## config.mk

```make
export PLATFORM = sky130hd
export DESIGN_NAME = vga_sync_monitor
export DESIGN_NICKNAME = d
export VERILOG_FILES = /design/src/rtl/vga_timing_pkg.sv /design/src/rtl/vga_sync_edge.sv /design/src/rtl/vga_sync_monitor.sv
export SDC_FILE = /design/constraint.sdc
export NUM_CORES = 1
export LEC_CHECK = 0
export BUFFER_PORTS_ARGS = -buffer_cell sky130_fd_sc_hd__buf_4
export CELL_PAD_IN_SITES_DETAIL_PLACEMENT = 1
export CELL_PAD_IN_SITES_GLOBAL_PLACEMENT = 2
export CORE_MARGIN = 1.5
export CORE_UTILIZATION = 36
export DETAILED_ROUTE_END_ITERATION = 6
export PLACE_DENSITY = 0.8
export SYNTH_ARGS = -nofsm -noshare
export SYNTH_HDL_FRONTEND = slang
export SYNTH_SLANG_ARGS = --single-unit
```

## constraint.sdc

```tcl
create_clock -name clk -period 3.9 [get_ports clk]
set_input_delay 0.78 -clock clk [delete_from_list [all_inputs] [get_ports clk]]
set_output_delay 0.78 -clock clk [all_outputs]
set_load 0.01 [all_outputs]
```

## src/rtl/vga_timing_pkg.sv

```systemverilog
// ============================================================================
//  Module      : vga_timing_pkg
//  Description : 640x480@60 timing constants shared with the VGA generator,
//                plus the lock-state encoding of the sync monitor.
//  Revision    : 1.0  initial release
// ============================================================================
`default_nettype none

package vga_timing_pkg;

  localparam int c_h_total     = 800;
  localparam int c_h_sync      = 96;
  localparam int c_h_bp        = 48;
  localparam int c_h_active    = 640;
  localparam int c_v_total     = 525;
  localparam int c_v_sync      = 2;
  localparam int c_v_bp        = 33;
  localparam int c_v_active    = 480;
  localparam int c_lock_frames = 2;
  localparam int c_cw          = 13;

  typedef enum logic [1:0] {
    ST_SEARCH = 2'd0,
    ST_ALIGN  = 2'd1,
    ST_LOCKED = 2'd2
  } lock_state_t;

endpackage

`default_nettype wire

```

## src/rtl/vga_sync_edge.sv

```systemverilog
// ============================================================================
//  Module      : vga_sync_edge
//  Description : Falling-edge detector for an active-low sync line, sampled
//                only on pixel-enable cycles; history register resets to 1.
//  Revision    : 1.0  initial release
// ============================================================================
`default_nettype none

module vga_sync_edge (
  input  logic clk,
  input  logic rst,
  input  logic i_pix_en,
  input  logic i_sync_n,
  output logic o_fall
);

  logic r_prev;

  always_ff @(posedge clk) begin
    if (rst) begin
      r_prev <= 1'b1;
    end else if (i_pix_en) begin
      r_prev <= i_sync_n;
    end
  end

  assign o_fall = i_pix_en & r_prev & ~i_sync_n;

endmodule

`default_nettype wire

```

## src/rtl/vga_sync_monitor.sv

```systemverilog
// ============================================================================
//  Module      : vga_sync_monitor
//  Description : Recovers pixel/line position from hsync_n/vsync_n, checks
//                line and frame lengths and tracks lock to the nominal timing.
//  Revision    : 1.0  initial release
// ============================================================================
`default_nettype none

module vga_sync_monitor
  import vga_timing_pkg::*;
#(
  parameter int H_TOTAL     = c_h_total,
  parameter int H_SYNC      = c_h_sync,
  parameter int H_BP        = c_h_bp,
  parameter int H_ACTIVE    = c_h_active,
  parameter int V_TOTAL     = c_v_total,
  parameter int V_SYNC      = c_v_sync,
  parameter int V_BP        = c_v_bp,
  parameter int V_ACTIVE    = c_v_active,
  parameter int LOCK_FRAMES = c_lock_frames,
  parameter int CW          = c_cw
) (
  input  logic          clk,
  input  logic          rst,
  input  logic          pix_en,
  input  logic          hsync_n,
  input  logic          vsync_n,
  output logic [CW-1:0] x,
  output logic [CW-1:0] y,
  output logic          active,
  output logic          line_start,
  output logic          frame_start,
  output logic          locked,
  output logic          line_err,
  output logic          frame_err,
  output logic [7:0]    err_count
);

  localparam logic [CW-1:0] c_cnt_max = {CW{1'b1}};
  localparam logic [CW-1:0] c_cnt_one = CW'(1);
  localparam logic [CW-1:0] c_h_last  = CW'(H_TOTAL - 1);
  localparam logic [CW-1:0] c_v_last  = CW'(V_TOTAL - 1);
  localparam logic [CW-1:0] c_h_start = CW'(H_SYNC + H_BP);
  localparam logic [CW-1:0] c_h_end   = CW'(H_SYNC + H_BP + H_ACTIVE);
  localparam logic [CW-1:0] c_v_start = CW'(V_SYNC + V_BP);
  localparam logic [CW-1:0] c_v_end   = CW'(V_SYNC + V_BP + V_ACTIVE);
  localparam logic [7:0]    c_lock_n  = 8'(LOCK_FRAMES);

  logic          w_hs_fall;
  logic          w_vs_fall;
  logic          w_fs;
  logic          w_chk;
  logic          w_line_err;
  logic          w_frame_err;
  logic          w_any_err;
  logic          w_h_act;
  logic          w_v_act;
  logic [CW-1:0] w_hcount_nxt;
  logic [CW-1:0] w_vcount_nxt;
  logic [7:0]    w_good_inc;

  logic [CW-1:0] r_hcount;
  logic [CW-1:0] r_vcount;
  logic [CW-1:0] r_x;
  logic [CW-1:0] r_y;
  logic          r_act;
  logic          r_vs_pend;
  logic          r_err_seen;
  logic [7:0]    r_good_cnt;
  lock_state_t   r_state;

  vga_sync_edge u_hs_edge (
    .clk      (clk),
    .rst      (rst),
    .i_pix_en (pix_en),
    .i_sync_n (hsync_n),
    .o_fall   (w_hs_fall)
  );

  vga_sync_edge u_vs_edge (
    .clk      (clk),
    .rst      (rst),
    .i_pix_en (pix_en),
    .i_sync_n (vsync_n),
    .o_fall   (w_vs_fall)
  );

  // A pending vsync (or one falling in this very sample) restarts the frame
  // on the line edge.
  assign w_fs        = w_hs_fall & (r_vs_pend | w_vs_fall);
  assign w_chk       = (r_state != ST_SEARCH);
  assign w_line_err  = w_hs_fall & w_chk & (r_hcount != c_h_last);
  assign w_frame_err = w_fs & w_chk & (r_vcount != c_v_last);
  assign w_any_err   = w_line_err | w_frame_err;
  assign w_good_inc  = r_good_cnt + 8'd1;

  always_comb begin
    w_hcount_nxt = r_hcount;
    w_vcount_nxt = r_vcount;
    if (w_hs_fall) begin
      w_hcount_nxt = '0;
      if (w_fs) begin
        w_vcount_nxt = '0;
      end else if (r_vcount != c_cnt_max) begin
        w_vcount_nxt = r_vcount + c_cnt_one;
      end
    end else if (pix_en && (r_hcount != c_cnt_max)) begin
      w_hcount_nxt = r_hcount + c_cnt_one;
    end
  end

  assign w_h_act = (w_hcount_nxt >= c_h_start) && (w_hcount_nxt < c_h_end);
  assign w_v_act = (w_vcount_nxt >= c_v_start) && (w_vcount_nxt < c_v_end);

  always_ff @(posedge clk) begin
    if (rst) begin
      r_hcount    <= '0;
      r_vcount    <= '0;
      r_vs_pend   <= 1'b0;
      r_act       <= 1'b0;
      r_x         <= '0;
      r_y         <= '0;
      line_start  <= 1'b0;
      frame_start <= 1'b0;
      line_err    <= 1'b0;
      frame_err   <= 1'b0;
      err_count   <= 8'd0;
    end else begin
      r_hcount    <= w_hcount_nxt;
      r_vcount    <= w_vcount_nxt;
      line_start  <= w_hs_fall;
      frame_start <= w_fs;
      line_err    <= w_line_err;
      frame_err   <= w_frame_err;
      if (w_fs) begin
        r_vs_pend <= 1'b0;
      end else if (w_vs_fall) begin
        r_vs_pend <= 1'b1;
      end
      r_act <= w_h_act & w_v_act;
      r_x   <= (w_h_act & w_v_act) ? (w_hcount_nxt - c_h_start) : '0;
      r_y   <= (w_h_act & w_v_act) ? (w_vcount_nxt - c_v_start) : '0;
      if (w_any_err && (err_count != 8'hFF)) begin
        err_count <= err_count + 8'd1;
      end
    end
  end

  always_ff @(posedge clk) begin
    if (rst) begin
      r_state    <= ST_SEARCH;
      r_good_cnt <= 8'd0;
      r_err_seen <= 1'b0;
      locked     <= 1'b0;
    end else begin
      // Error history covers one frame_start-to-frame_start interval.
      if (w_fs) begin
        r_err_seen <= 1'b0;
      end else if (w_any_err) begin
        r_err_seen <= 1'b1;
      end
      case (r_state)
        ST_SEARCH: begin
          if (w_fs) begin
            r_state    <= ST_ALIGN;
            r_good_cnt <= 8'd0;
          end
        end
        ST_ALIGN: begin
          if (w_fs) begin
            if (r_err_seen || w_any_err) begin
              r_good_cnt <= 8'd0;
            end else begin
              r_good_cnt <= w_good_inc;
              if (w_good_inc >= c_lock_n) begin
                r_state <= ST_LOCKED;
                locked  <= 1'b1;
              end
            end
          end
        end
        ST_LOCKED: begin
          if (w_any_err) begin
            r_state    <= ST_ALIGN;
            r_good_cnt <= 8'd0;
            locked     <= 1'b0;
          end
        end
        default: begin
          r_state    <= ST_SEARCH;
          r_good_cnt <= 8'd0;
          locked     <= 1'b0;
        end
      endcase
    end
  end

  assign active = r_act & locked;
  assign x      = locked ? r_x : '0;
  assign y      = locked ? r_y : '0;

endmodule

`default_nettype wire

```

# Word-level counts from Yosys, hierarchy flattened
# Cells that the tools add are included.
[word_totals]
reg_bits = 80
latch_bits = 0
ram_bits = 0
rom_bits = 0
inputBits = 5
out_inout_bits = 40
wordCells = 92
n_memories = 0
[op_classes]
add_sub_neg = 6
n_mul = 0
div_mod_pow = 0
magnitude_cmp = 5
n_eq_ne = 12
shifts = 0
mux = 23
bitwise = 17
reduce_logical = 12
[op_table]
columns = ["op", "n"]
rows = [
  ["two-way mux 13 bit", 7],
  ["two-way mux 8 bit", 4],
  ["adder 13 x 1 -> 13 bit, second input constant", 2],
  ["less-than comparator 13 x 10 -> 1 bit, second input constant", 2],
  ["inequality test 13 x 10 -> 1 bit, second input constant", 2],
  ["inequality test 13 bit, second input constant", 2],
  ["one-hot mux 8 bit (3 select lines)", 1],
  ["adder 8 x 1 -> 8 bit, second input constant", 2],
  ["greater-or-equal comparator 13 x 6 -> 1 bit, second input constant", 1],
  ["greater-or-equal comparator 13 x 8 -> 1 bit, second input constant", 1],
  ["subtractor 13 x 6 -> 13 bit, second input constant", 1],
  ["subtractor 13 x 8 -> 13 bit, second input constant", 1],
  ["bitwise AND 1 bit", 11],
  ["two-way mux 2 bit", 5],
  ["inequality test 2 bit, second input constant", 5],
  ["AND reduction 5 bit", 2],
  ["greater-or-equal comparator 8 x 2 -> 1 bit, second input constant", 1],
  ["inequality test 8 bit, second input constant", 1],
  ["one-hot mux 2 bit (3 select lines)", 1],
  ["logical AND 1 bit", 4],
  ["two-way mux 1 bit", 4],
  ["NOT 1 bit", 4],
  ["OR reduction 2 bit", 2],
  ["one-hot mux 1 bit (3 select lines)", 1],
  ["other kinds (7)", 8],
]

# Logic depth before layout (Yosys ltp)
# Gate-level depths: netlist of the first run.
[depth]
depth_word = 11
mapped_depth = 14
depth_no_buf = 13

# Modules after synthesis
# Synthesis of the first run repeated with hierarchy kept, for this count alone.
[hier_totals]
hier_cells = 507
area_unflattened_um2 = 4269.1
[modules_own_cells]
columns = ["module", "n_inst", "cells_each", "area_each_um2", "seq_area_each_um2"]
rows = [
  ["vga_sync_monitor", 1, 499, 4179.0, 1561.5],
  ["vga_sync_edge", 2, 4, 45.0, 20.0],
]

# Worst setup path before layout of the first run
# No wires, ideal clock.
[synth_timing]
kind = "input -> register"
startpoint = "input hsync_n"
endpoint = "register r_y[1]"
setup_ns = 0.118
arrival_ns = 3.360
t_required_ns = 3.782
setup_slack_ns = 0.422
path_stages = 12
path_buffers = 3
cell_sequence = "nand3b_1 > a21oi_1 > clkbuf_1 > buf_1 > nor2_1 > ha_1 > inv_1 > nand2_1 > o311a_1 > a211oi_4 > buf_6 > nor3b_1"
[synth_via]
elab_chain_len = 10
word_cells_on_any_way = 16
cone_classes = "1 x add/sub; 4 x order compare; 3 x mux; 5 x bitwise; 3 x reduce/logical"
[synth_rtl]
columns = ["item", "line_no", "rtl"]
rows = [
  ["start: declaration", "vga_sync_monitor.sv:26", "input logic hsync_n,"],
  ["NOT 1 bit (*)", "vga_sync_edge.sv:27", "assign o_fall = i_pix_en & r_prev & ~i_sync_n;"],
  ["bitwise AND 1 bit (*)", "vga_sync_edge.sv:27", ""],
  ["bitwise AND 1 bit", "vga_sync_monitor.sv:90", "assign w_fs = w_hs_fall & (r_vs_pend | w_vs_fall);"],
  ["two-way mux 13 bit", "vga_sync_monitor.sv:102", "if (w_fs) begin"],
  ["two-way mux 13 bit (*)", "vga_sync_monitor.sv:100", "if (w_hs_fall) begin"],
  ["via w_vcount_nxt[0]", "vga_sync_monitor.sv:59", "logic [CW-1:0] w_vcount_nxt;"],
  ["greater-or-equal comparator 13 x 6 -> 1 bit / less-than comparator 13 x 10 -> 1 bit (equally long branches)", "vga_sync_monitor.sv:113", "assign w_v_act = (w_vcount_nxt >= c_v_start) && (w_vcount_nxt < c_v_end);"],
  ["logical AND 1 bit", "vga_sync_monitor.sv:113", ""],
  ["bitwise AND 1 bit", "vga_sync_monitor.sv:142", "r_y <= (w_h_act & w_v_act) ? (w_vcount_nxt - c_v_start) : '0;"],
  ["NOT 1 bit (no source line)", "--", ""],
  ["OR reduction 2 bit (no source line)", "--", ""],
  ["end signal: assignment", "vga_sync_monitor.sv:142", ""],
  ["end: declaration", "vga_sync_monitor.sv:65", "logic [CW-1:0] r_y;"],
]
# Mark *: on every way through the listed nets, which the timed path passes. The rest lies on a longest branch.
# A chain may end at the register's enable or synchronous reset.

# Worst setup path in the final report of the first run
[layout_timing]
startpoint = "register r_hcount[0]"
endpoint = "register r_x[0]"
[layout_via]
elab_chain_len = 9
word_cells_on_any_way = 12
cone_classes = "2 x add/sub; 2 x order compare; 1 x eq/ne; 2 x mux; 2 x bitwise; 3 x reduce/logical"
[layout_rtl]
columns = ["item", "line_no", "rtl"]
rows = [
  ["start: declaration", "vga_sync_monitor.sv:62", "logic [CW-1:0] r_hcount;"],
  ["start signal: assignment", "vga_sync_monitor.sv:129", "r_hcount <= w_hcount_nxt;"],
  ["parallel branches: the longest is 2 deep, another holds adder 13 x 1 -> 13 bit", "--", ""],
  ["two-way mux 13 bit (*)", "vga_sync_monitor.sv:107", "end else if (pix_en && (r_hcount != c_cnt_max)) begin"],
  ["two-way mux 13 bit (*)", "vga_sync_monitor.sv:100", ""],
  ["greater-or-equal comparator 13 x 8 -> 1 bit / less-than comparator 13 x 10 -> 1 bit (equally long branches)", "vga_sync_monitor.sv:112", "assign w_h_act = (w_hcount_nxt >= c_h_start) && (w_hcount_nxt < c_h_end);"],
  ["logical AND 1 bit", "vga_sync_monitor.sv:112", ""],
  ["bitwise AND 1 bit", "vga_sync_monitor.sv:141", "r_x <= (w_h_act & w_v_act) ? (w_hcount_nxt - c_h_start) : '0;"],
  ["NOT 1 bit (no source line)", "--", ""],
  ["OR reduction 2 bit (no source line)", "--", ""],
  ["end signal: assignment", "vga_sync_monitor.sv:141", ""],
  ["end: declaration", "vga_sync_monitor.sv:64", "logic [CW-1:0] r_x;"],
]
# Every way passes the cells marked *.

==> results of run 1 <==
where the power goes:
| group | leakage, nW | internal, W | total (W) | switching [W] |
|---|---|---|---|---|
| registers | 0.646 | 0.000825 | 0.000833 | 0.00000856 |
| logic | 1.15 | 0.0000286 | 0.0000868 | 0.0000582 |
| clock network | 0.159 | 0.000591 | 0.000922 | 0.000330 |
critical path, delay by kind of cell, from the launching register on:
family                   cells  cell delay, ns
XOR/XNOR                     1            0.13
buffers and inverters        1            0.26
adder cells (fa/ha/maj)      2            0.44
flip-flops                   1            0.37
AO/OA/AOI/OAI                2            0.49
AND/OR/NAND/NOR              7            1.75
stage by stage:
step / cells / utilization (%) / setup WS (ns) / power, W
floorplan: 530 / - / 0.422 / 0.000911
global placement: 716 / 40.9 / 0.353 / 0.000937
detailed placement: 716 / 40.9 / 0.228 / 0.000939
CTS: 731 / 43.5 / 0.342 / 0.00186
global route: 731 / 43.5 / 0.0701 / 0.00191
finish: 732 / 43.5 / 0.348 / 0.00184
logic make-up (layout without fill, tap and decap cells):
logic type	Yosys count	after routing	share of synthesized area, %
buf+inv	49	82	5.51
simple gates	250	250	32.5
flops	80	80	35.1
mux	4	4	0.877
fa+ha+maj	9	9	2.47
compound gates	107	107	17.6
xor+xnor	31	31	5.95
other cells	0	1	0
sequential cells by signal, summed over array words and instances (netlist names):
register / count
r_hcount: 13
r_vcount: 13
r_x: 13
r_y: 13
err_count: 8
r_good_cnt: 8
r_state: 2
frame_err: 1
frame_start: 1
line_err: 1
line_start: 1
locked: 1
r_act: 1
r_err_seen: 1
r_vs_pend: 1
u_hs_edge.r_prev: 1
u_vs_edge.r_prev: 1
worst paths after layout:
kind                      start            end  slack [ns]  cells after the start
setup / recovery    r_hcount[0]         r_x[0]        0.35                     13
hold / removal    r_good_cnt[5]  r_good_cnt[5]        0.51                      2
setup reg to reg    r_hcount[0]         r_x[0]        0.35                     13
hold reg to reg   r_good_cnt[5]  r_good_cnt[5]        0.51                      2
placed cells by master (no fill, tap or decap), types with 3 or more instances in the layout:
cell	instances
a31oi_1	12
nand2_1	23
dfxtp_1	80
mux2i_1	4
nor2b_1	10
o211a_1	3
nand4_1	10
buf_4	52
clkbuf_16	9
or3_1	3
or2_2	5
ha_1	9
nor4_1	7
nand3b_1	3
a211oi_1	11
and2_1	31
nor2_1	59
o2111ai_1	4
o31ai_1	6
nor4_2	4
a22oi_1	5
nand3_1	16
xor2_1	13
and3_1	11
xnor2_1	18
a21oi_1	18
nor4b_1	3
o21ai_0	15
and4_1	6
nor3_2	20
a311o_1	3
a211o_1	4
nor3_1	20
inv_1	14
cell type report:
cell class / instances / area (µm²)
repair buffers: 53 / 410
fillers: 1489 / 6900
diodes: 1 / 2.50
flip-flops and latches: 80 / 1600
multi-input cells: 401 / 2710
well taps: 168 / 210
inverters: 14 / 52.6
clock inverters: 3 / 65.1
clock buffers: 12 / 256
metal layers:
| layer | up-vias | part of all wire, % |
|---|---|---|
| li1 | 1980 | - |
| met1 | 1929 | 49 |
| met4 | 0 | 1.5 |
| met5 | - | 0 |
| met2 | 64 | 47 |
| met3 | 11 | 2.7 |
==> metrics, run 1 <==
Post-CTS Hold Fix Bufs=0; Power Dens Cells=~350 mW/mm²; H-tree depth=3; clk slew on worst S/H paths=roughly 0.06 ns; Final Hold Vio Count=0; vias per inst=approximately 5.4; ys flop type=dfxtp_1; leading area contributor after synthesis=dfxtp_1; vias in the first global route=3919; top-area cell type share of the netlist area=between 30% and 40%; Hold Path Class=flop to flop; DR pass1 iterations=4; DIE AREA=~0.013 mm²; fin area=~0.0053 mm²; number of max-cap violations=0; synthesized area=between 0.004 and 0.005 mm²; global-route wire length before repair=a little under 20000 µm; status=finished, final reports clean; CTS Buf Count=9; Starting DRT DRC Count=170; clk buf depth=2; Final Cycle Share=approximately nine tenths; Slew headroom=45.4%; critical path's largest stage delay=0.48 ns; Starting Density=around 37%; die extent in y=roughly 120 µm; Die X-Extent=roughly 120 µm; GRT busiest layer=met2; worst hold slack=a little over 0.5 ns; total negative slack=0 ns; Pins Over Slew Limit=0; met2 Usage GRT=slightly above 30%; Tot GR Track Use=between 10% and 20%; ANT nets after route=0; post-cts sizing count=0; critical path class=flop to flop; met1 Use GR=between 20% and 30%; Syn. warnings=0; crit end category=flop; most frequent cells after synthesis=dfxtp_1 (80), nor2_1 (59), and2_1 (31); VDD IR max=0.139 mV; vias=3984; maximum clock frequency=282 MHz; fin nets=~570; Final setup viols=0; crit path DAT=3.80 ns; Post-DP Area=between 0.004 and 0.005 mm²; number of synthesized flops with an enable pin=0; Avg WL per Cell=between 15 and 20 µm; CP Data Required Time=around 4.2 ns; top post-synthesis cells by area=dfxtp_1 (35%), nor2_1 (4.8%), nor3_2 (4.4%); crit-path cells=ha_1, and3_2, and4bb_1, nor3_1, nand2_1, xor2_1, or2_2, ha_1, o21ai_0, or4_1, a2111o_1, buf_4, nor4_2; asr flop ratio synth=0%; largest net degree at the start of global routing=47; clk_skew=a little under 0.005 ns; worst skew pair latency=about 0.34 ns; RSZ-0062 raised after global routing=no; Unique masters post-synth=75; Worst Max-Slew Pin Slew=between 0.8 and 0.9 ns; setup bufs post-CTS=0; CP dominant cell by count=ha_1; Root Driver=clkbuf_16; post-route minimum period=3.55 ns; Port Buffers=44; Synth Register Bits=80; core area=0.0122 mm²; Area Growth Syn to Fin=16.3%; syn nets=between 500 and 600; CTS tree=yes; FP Rows=40; DRC violation count after routing=0; post-DP HPWL=~9000 µm; RePlAce Congestion=~0.79; CP Launch Type=flop; GR Layer Usage met3=under 10%; Remaining Overflow, GRT=0; initial antenna violation count=0; Routed WL=approximately 12000 µm; CP max stage cell=or4_1; Seq/Total Area, Yosys=between 30% and 40%; top-count cell post-synth=dfxtp_1; share of post-route cells with drive strength above 1=between 10% and 20%; Sink Count=80; CP Max Fanout=27; Avg Inst Size Synth=roughly 8.6 µm²; Gate Count Post-Synth=530; Leak=roughly 2 nW; num ports=45
Power figures use the tool's default switching activity.
==> inputs of run 2 (changes only) <==
--- a/config.mk
+++ b/config.mk
@@ -10,8 +10,10 @@
 export CELL_PAD_IN_SITES_GLOBAL_PLACEMENT = 2
 export CORE_MARGIN = 1.5
 export CORE_UTILIZATION = 36
+export CTS_CLUSTER_SIZE = 8
 export DETAILED_ROUTE_END_ITERATION = 6
-export PLACE_DENSITY = 0.8
+export PLACE_DENSITY = 0.85
+export SLEW_MARGIN = 20
 export SYNTH_ARGS = -nofsm -noshare
 export SYNTH_HDL_FRONTEND = slang
 export SYNTH_SLANG_ARGS = --single-unit
==> run 2 against run 1 <==
  * Combinational power is 2.3% higher
  * First-iteration DRC count is 24% higher
  * Global-route usage is 0.21 points lower
  * Worst hold slack worse by 0.011 ns
  * Largest cell class unchanged
  * Critical path type unchanged
==> metrics, run 2 (synthesis results as in run 1) <==
crit path DAT=roughly 3.8 ns; clk_skew=0.00813 ns; Critical path buffers and inverters=2; Switching Share=a little over a fifth; critical path's largest stage delay=between 0.4 and 0.5 ns; CP max stage cell=or4_1; total negative slack=0 ns; ANT nets after route=0; CP Launch Type=flop; Final Hold Vio Count=0; Tot GR Track Use=18.8%; Power Dens Cells=347 mW/mm²; initial antenna violation count=0; Setup WS pre-CTS=~0.15 ns; Routed WL=11700 µm; RePlAce Congestion=0.860; DIE AREA=0.0134 mm²; Leak=about 2 nW; Post-DP Area=0.00502 mm²; critical path class=flop to flop; diodes inserted=0; share of post-route cells with drive strength above 1=between 20% and 30%; largest net degree at the start of global routing=47; Clk pwr share=around half; crit-path cells=ha_1, and4_1, o31ai_1, xor2_1, or2_2, inv_1, ha_1, o21ai_0, or4_1, a2111o_1, buf_4, a211oi_1; Cells after DPL=approximately 720; fill count=1449; Port Buffers=44; CTS Buf Count=9; vias per inst=5.45; clk slew on worst S/H paths=about 0.060 ns; Reg power frac=44.9%; number of max-cap violations=0; Remaining Overflow, GRT=0; Die X-Extent=roughly 120 µm; post-DP HPWL=around 8600 µm; CTS tree=yes; Starting DRT DRC Count=roughly 210; H-tree depth=3; Starting Density=between 30 and 40%; RSZ-0062 raised after global routing=no; Final WS setup=a little over 0.3 ns; Final Cycle Share=between 90% and 100%; CP Max Fanout=27; post-cts sizing count=0; Post-CTS Hold Fix Bufs=0; crit end category=flop; num ports=45; Int Power=~0.0015 W; commonest cells after routing, fill and taps aside=dfxtp_1 (80), nor2_1 (59), buf_4 (54); Final Core Density=between 40% and 50%; commonest non-fill, non-tap cell in the layout=dfxtp_1; Psw=0.000405 W; Area Growth Syn to Fin=17.3%; FP Rows=40; vias=about 4000; maximum clock frequency=between 200 and 300 MHz; Worst Max-Slew Pin Slew=between 0.7 and 0.8 ns; Crit path max-delay family=simple AND/OR/NAND/NOR gates; core area=between 0.01 and 0.015 mm²; DRC violation count after routing=0; Hold Startpoint=r_vs_pend; setup bufs post-CTS=0; Root Driver=clkbuf_16; Avg WL per Cell=15.9 µm; die extent in y=~120 µm; Slew headroom=between 50% and 60%; CP Data Required Time=between 4 and 5 ns; CP dominant cell by count=ha_1; clk buf depth=2; fin nets=between 500 and 600; Pins Over Slew Limit=0; post-route minimum period=approximately 3.6 ns; Sink Count=80; DR pass1 iterations=4; crit path from=r_hcount[0]; Reg2Reg Launch Point=r_hcount[0]; Final setup viols=0; Hold Path Class=flop to flop; Combinational Power Share=4.8%; Non-Filler Instances=around 740; fin area=between 0.005 and 0.006 mm²; global-route wire length before repair=around 20000 µm; worst skew pair latency=around 0.34 ns; VDD IR max=0.195 mV; vias in the first global route=around 3900; status=finished, final reports clean
==> run 2: changes by cell type in the layout (fill, tap and decap cells not counted), sizes merged <==
cell and delta:
buf +3, clkinvlp +1, diode -1
==> run 2: path summary, 6_finish.rpt <==
check         endpoint  slack (ns)  cells after the start
max            r_y[11]        0.31                     12
min          r_vs_pend        0.50                      2
max reg2reg    r_y[11]        0.31                     12
min reg2reg  r_vs_pend        0.50                      2
==> run 2: area by class of cell <==
class	count	area, µm²	area share [%]
Multi-Input combinational cell	401	2710	50.7
Clock inverter	4	76.3	1.42
Sequential cell	80	1600	29.9
Clock buffer	12	256	4.79
Inverter	14	52.6	0.981
Tap cell	168	210	3.92
Timing Repair Buffer	56	445	8.32
==> run 2: metal layers <==
layer | GRT usage (%) | share of wire (%) | vias up
met2 | 30.2 | 46 | 77
met3 | 2.88 | 3.8 | 10
li1 | - | - | 1982
met4 | 7.80 | 1.5 | 0
met1 | 25.2 | 48 | 1940
met5 | 0 | 0 | -
==> run 2: worst register-to-register path, cell delays in order, from the launching register on <==
cell and delay, ns:
dfxtp_1 0.44, ha_1 0.30, and4_1 0.37, o31ai_1 0.14, xor2_1 0.15, or2_2 0.32, inv_1 0.11, ha_1 0.17
o21ai_0 0.10, or4_1 0.49, a2111o_1 0.42, buf_4 0.25, a211oi_1 0.25
==> run 2: power groups by stage <==
stage	Sequential (W)	Combinational, W	Clock [W]
global route	0.000834	0.0000990	0.000995
detailed placement	0.000851	0.0000890	0
floorplan	0.000850	0.0000618	0
global placement	0.000851	0.0000886	0
finish	0.000833	0.0000888	0.000935
CTS	0.000833	0.0000899	0.000963
==> run 2: stage by stage <==
stage / hold slack [ns] / power (W)
after detailed placement: 0.491 / 0.000940
after global routing: 0.527 / 0.00193
after CTS: 0.506 / 0.00189
after floorplan: 0.453 / 0.000911
final: 0.496 / 0.00186
after global placement: 0.467 / 0.000939
==> inputs of run 3 (changes only) <==
--- a/config.mk
+++ b/config.mk
@@ -12,8 +12,10 @@
 export CORE_UTILIZATION = 36
 export CTS_CLUSTER_SIZE = 8
 export DETAILED_ROUTE_END_ITERATION = 6
-export PLACE_DENSITY = 0.85
+export PLACE_DENSITY = 0.86
 export SLEW_MARGIN = 20
 export SYNTH_ARGS = -nofsm -noshare
 export SYNTH_HDL_FRONTEND = slang
+export SYNTH_HIERARCHICAL = 1
 export SYNTH_SLANG_ARGS = --single-unit
+export TNS_END_PERCENT = 50
==> constraint.sdc (replaced) <==
create_clock -name clk -period 3.9 [get_ports clk]
set_input_delay 0.39 -clock clk [delete_from_list [all_inputs] [get_ports clk]]
set_output_delay 0.39 -clock clk [all_outputs]
set_load 0.01 [all_outputs]
==> run 3 against run 2 <==
  * Clock power decreased by 2.7%
  * Core utilization increased by 0.47 points
  * Cell count is 4.5% lower
  * Die area down 6.4%
  * Clock skew down 0.0031 ns
  * Largest power group unchanged
  * Synthesized cell count is 4.3% lower
  * First-iteration DRC count shrank 26%
  * Non-clock buffer count grew 1
  * Wire length rose by 5.1%
==> metrics, run 3 <==
post-DP HPWL=8780 µm; maximum clock frequency=269 MHz; num ports=45; FP Rows=39; Clk pwr share=approximately 50%; top-count cell post-synth=dfxtp_1; worst hold slack=between 0.2 and 0.3 ns; CP Data Required Time=~4.2 ns; Design Power=0.00182 W; Hold Path Class=primary input to flop; crit path DAT=roughly 4.0 ns; global-route wire length before repair=between 20000 and 25000 µm; post-cts sizing count=0; Sink Count=80; clk_skew=0.00508 ns; vias in the first global route=~4100; Leak=2.02 nW; RePlAce Congestion=between 0.8 and 0.9; clk buf depth=2; Gate Count Post-Synth=between 500 and 600; most frequent cells after synthesis=dfxtp_1 (80), nor2_1 (78), and2_1 (34); Unique masters post-synth=76; Syn. warnings=6; ANT nets after route=0; top post-synthesis cells by area=dfxtp_1 (38%), nor2_1 (6.9%), and2_1 (5.0%); Power Dens Cells=roughly 360 mW/mm²; initial antenna violation count=0; vias per inst=~5.5; Pins Over Slew Limit=0; Seq/Total Area, Yosys=37.5%; setup bufs post-CTS=0; Psw=between 0.0004 and 0.0005 W; syn nets=~520; Die X-Extent=roughly 110 µm; Switching Share=between 20 and 25%; DR pass1 iterations=5; share of post-route cells with drive strength above 1=18.6%; CTS tree=yes; Synth Register Bits=80; fin nets=approximately 570; number of synthesized flops with an enable pin=0; Final setup viols=0; top-area cell type share of the netlist area=37.5%; RSZ-0062 raised after global routing=yes; Avg WL per Cell=approximately 18 µm; worst skew pair latency=0.34 ns; Final Cycle Share=a little over nine tenths; Reg2Reg Launch Point=r_vcount[0]; status=finished, final reports clean; CP Capture Point=r_x[2]; vias=3863; Cells after DPL=between 600 and 700; Combinational Power Share=under 10%; core area=~0.011 mm²; die extent in y=roughly 110 µm; diodes inserted=0; Starting DRT DRC Count=~160; DIE AREA=roughly 0.013 mm²; leading area contributor after synthesis=dfxtp_1; Int Power=between 0.001 and 0.0015 W; VDD IR max=between 0.2 and 0.25 mV; Post-CTS Hold Fix Bufs=0; asr flop ratio synth=0%; CTS Buf Count=9; Slew headroom=41.0%; ys flop type=dfxtp_1; synthesized area=~0.0043 mm²; Final Hold Vio Count=0; fill count=between 1000 and 1500; Starting Density=37.2%; Setup WS pre-CTS=around 0.18 ns; Crit Reg-Reg Endpoint=r_x[2]; critical path class=flop to flop; CP Launch Type=flop; crit end category=flop; Non-Filler Instances=702; Reg power frac=45.7%; Remaining Overflow, GRT=0; H-tree depth=3; Tot GR Track Use=approximately a fifth; Root Driver=clkbuf_16; Area Growth Syn to Fin=19.1%; Routed WL=roughly 12000 µm; Port Buffers=between 40 and 50; Avg Inst Size Synth=approximately 8.4 µm²; post-route minimum period=3.71 ns; number of max-cap violations=0; Reg2Reg Setup Slack=~0.19 ns; commonest non-fill, non-tap cell in the layout=dfxtp_1; crit path from=r_vcount[0]; commonest cells after routing, fill and taps aside=dfxtp_1 (80), nor2_1 (78), buf_4 (57); Worst Max-Slew Pin Slew=between 0.8 and 0.9 ns; largest net degree at the start of global routing=between 40 and 50; R2R cell count=9; CP Max Fanout=11; DRC violation count after routing=0; clk slew on worst S/H paths=0.06 ns; Final WS setup=roughly 0.19 ns
-- run 3: worst min path at each step --
stage,startpoint,end,depth (start not counted)
floorplan,r_err_seen,r_err_seen,2
global route,hsync_n,u_hs_edge/r_prev,2
global placement,r_err_seen,r_err_seen,2
CTS,vsync_n,u_vs_edge/r_prev,2
finish,vsync_n,u_vs_edge/r_prev,2
detailed placement,r_err_seen,r_err_seen,2
-- run 3: through the flow --
step	util [%]	instance area, µm²	setup TNS (ns)
floorplan	-	4270	0
CTS	44.2	5070	0
global route	44.3	5080	-0.126
finish	44.3	5080	0
global placement	41.5	4760	0
detailed placement	41.5	4760	0
-- run 3: power groups by stage --
stage | clock network, W | logic, W | registers [W]
floorplan | 0 | 0.0000538 | 0.000848
global placement | 0 | 0.0000772 | 0.000849
detailed placement | 0 | 0.0000800 | 0.000850
CTS | 0.000938 | 0.0000804 | 0.000832
global route | 0.000974 | 0.0000885 | 0.000833
finish | 0.000910 | 0.0000800 | 0.000832
-- run 3: critical path, cell delays in order (launching register included) --
cell,delay [ns]
dfxtp_1,0.44
ha_1,0.39
and2_1,0.31
nand2_1,0.10
o311ai_2,0.41
o2111ai_1,0.30
nor4b_1,0.36
a2bb2oi_1,0.52
o211ai_2,0.50
nor3_1,0.28
-- run 3: kinds of logic (layout without fill, tap and decap cells) --
group | count (synthesis) | after routing | share of synthesized area [%]
fa+ha+maj | 9 | 9 | 2.64
compound gates | 88 | 89 | 14.9
xor+xnor | 29 | 29 | 5.95
buf+inv | 35 | 86 | 3.93
simple gates | 257 | 257 | 32.6
mux | 9 | 9 | 2.43
flops | 80 | 80 | 37.5
-- run 3: layout make-up --
class	count	area (µm²)	share of cell area [%]
Tap cell	143	179	3.52
Timing Repair Buffer	57	428	8.42
Multi-Input combinational cell	393	2510	49.4
Clock inverter	5	81.3	1.60
Inverter	13	48.8	0.960
Clock buffer	11	233	4.58
Sequential cell	80	1600	31.5
-- run 3: layer usage --
| metal | track usage [%] | vias up | wire length [µm] |
|---|---|---|---|
| met5 | 0 | - | 0 |
| li1 | - | 1888 | - |
| met4 | 9.62 | 0 | 301 |
| met2 | 35.4 | 56 | 6080 |
| met1 | 24.8 | 1901 | 5580 |
| met3 | 3.38 | 18 | 330 |
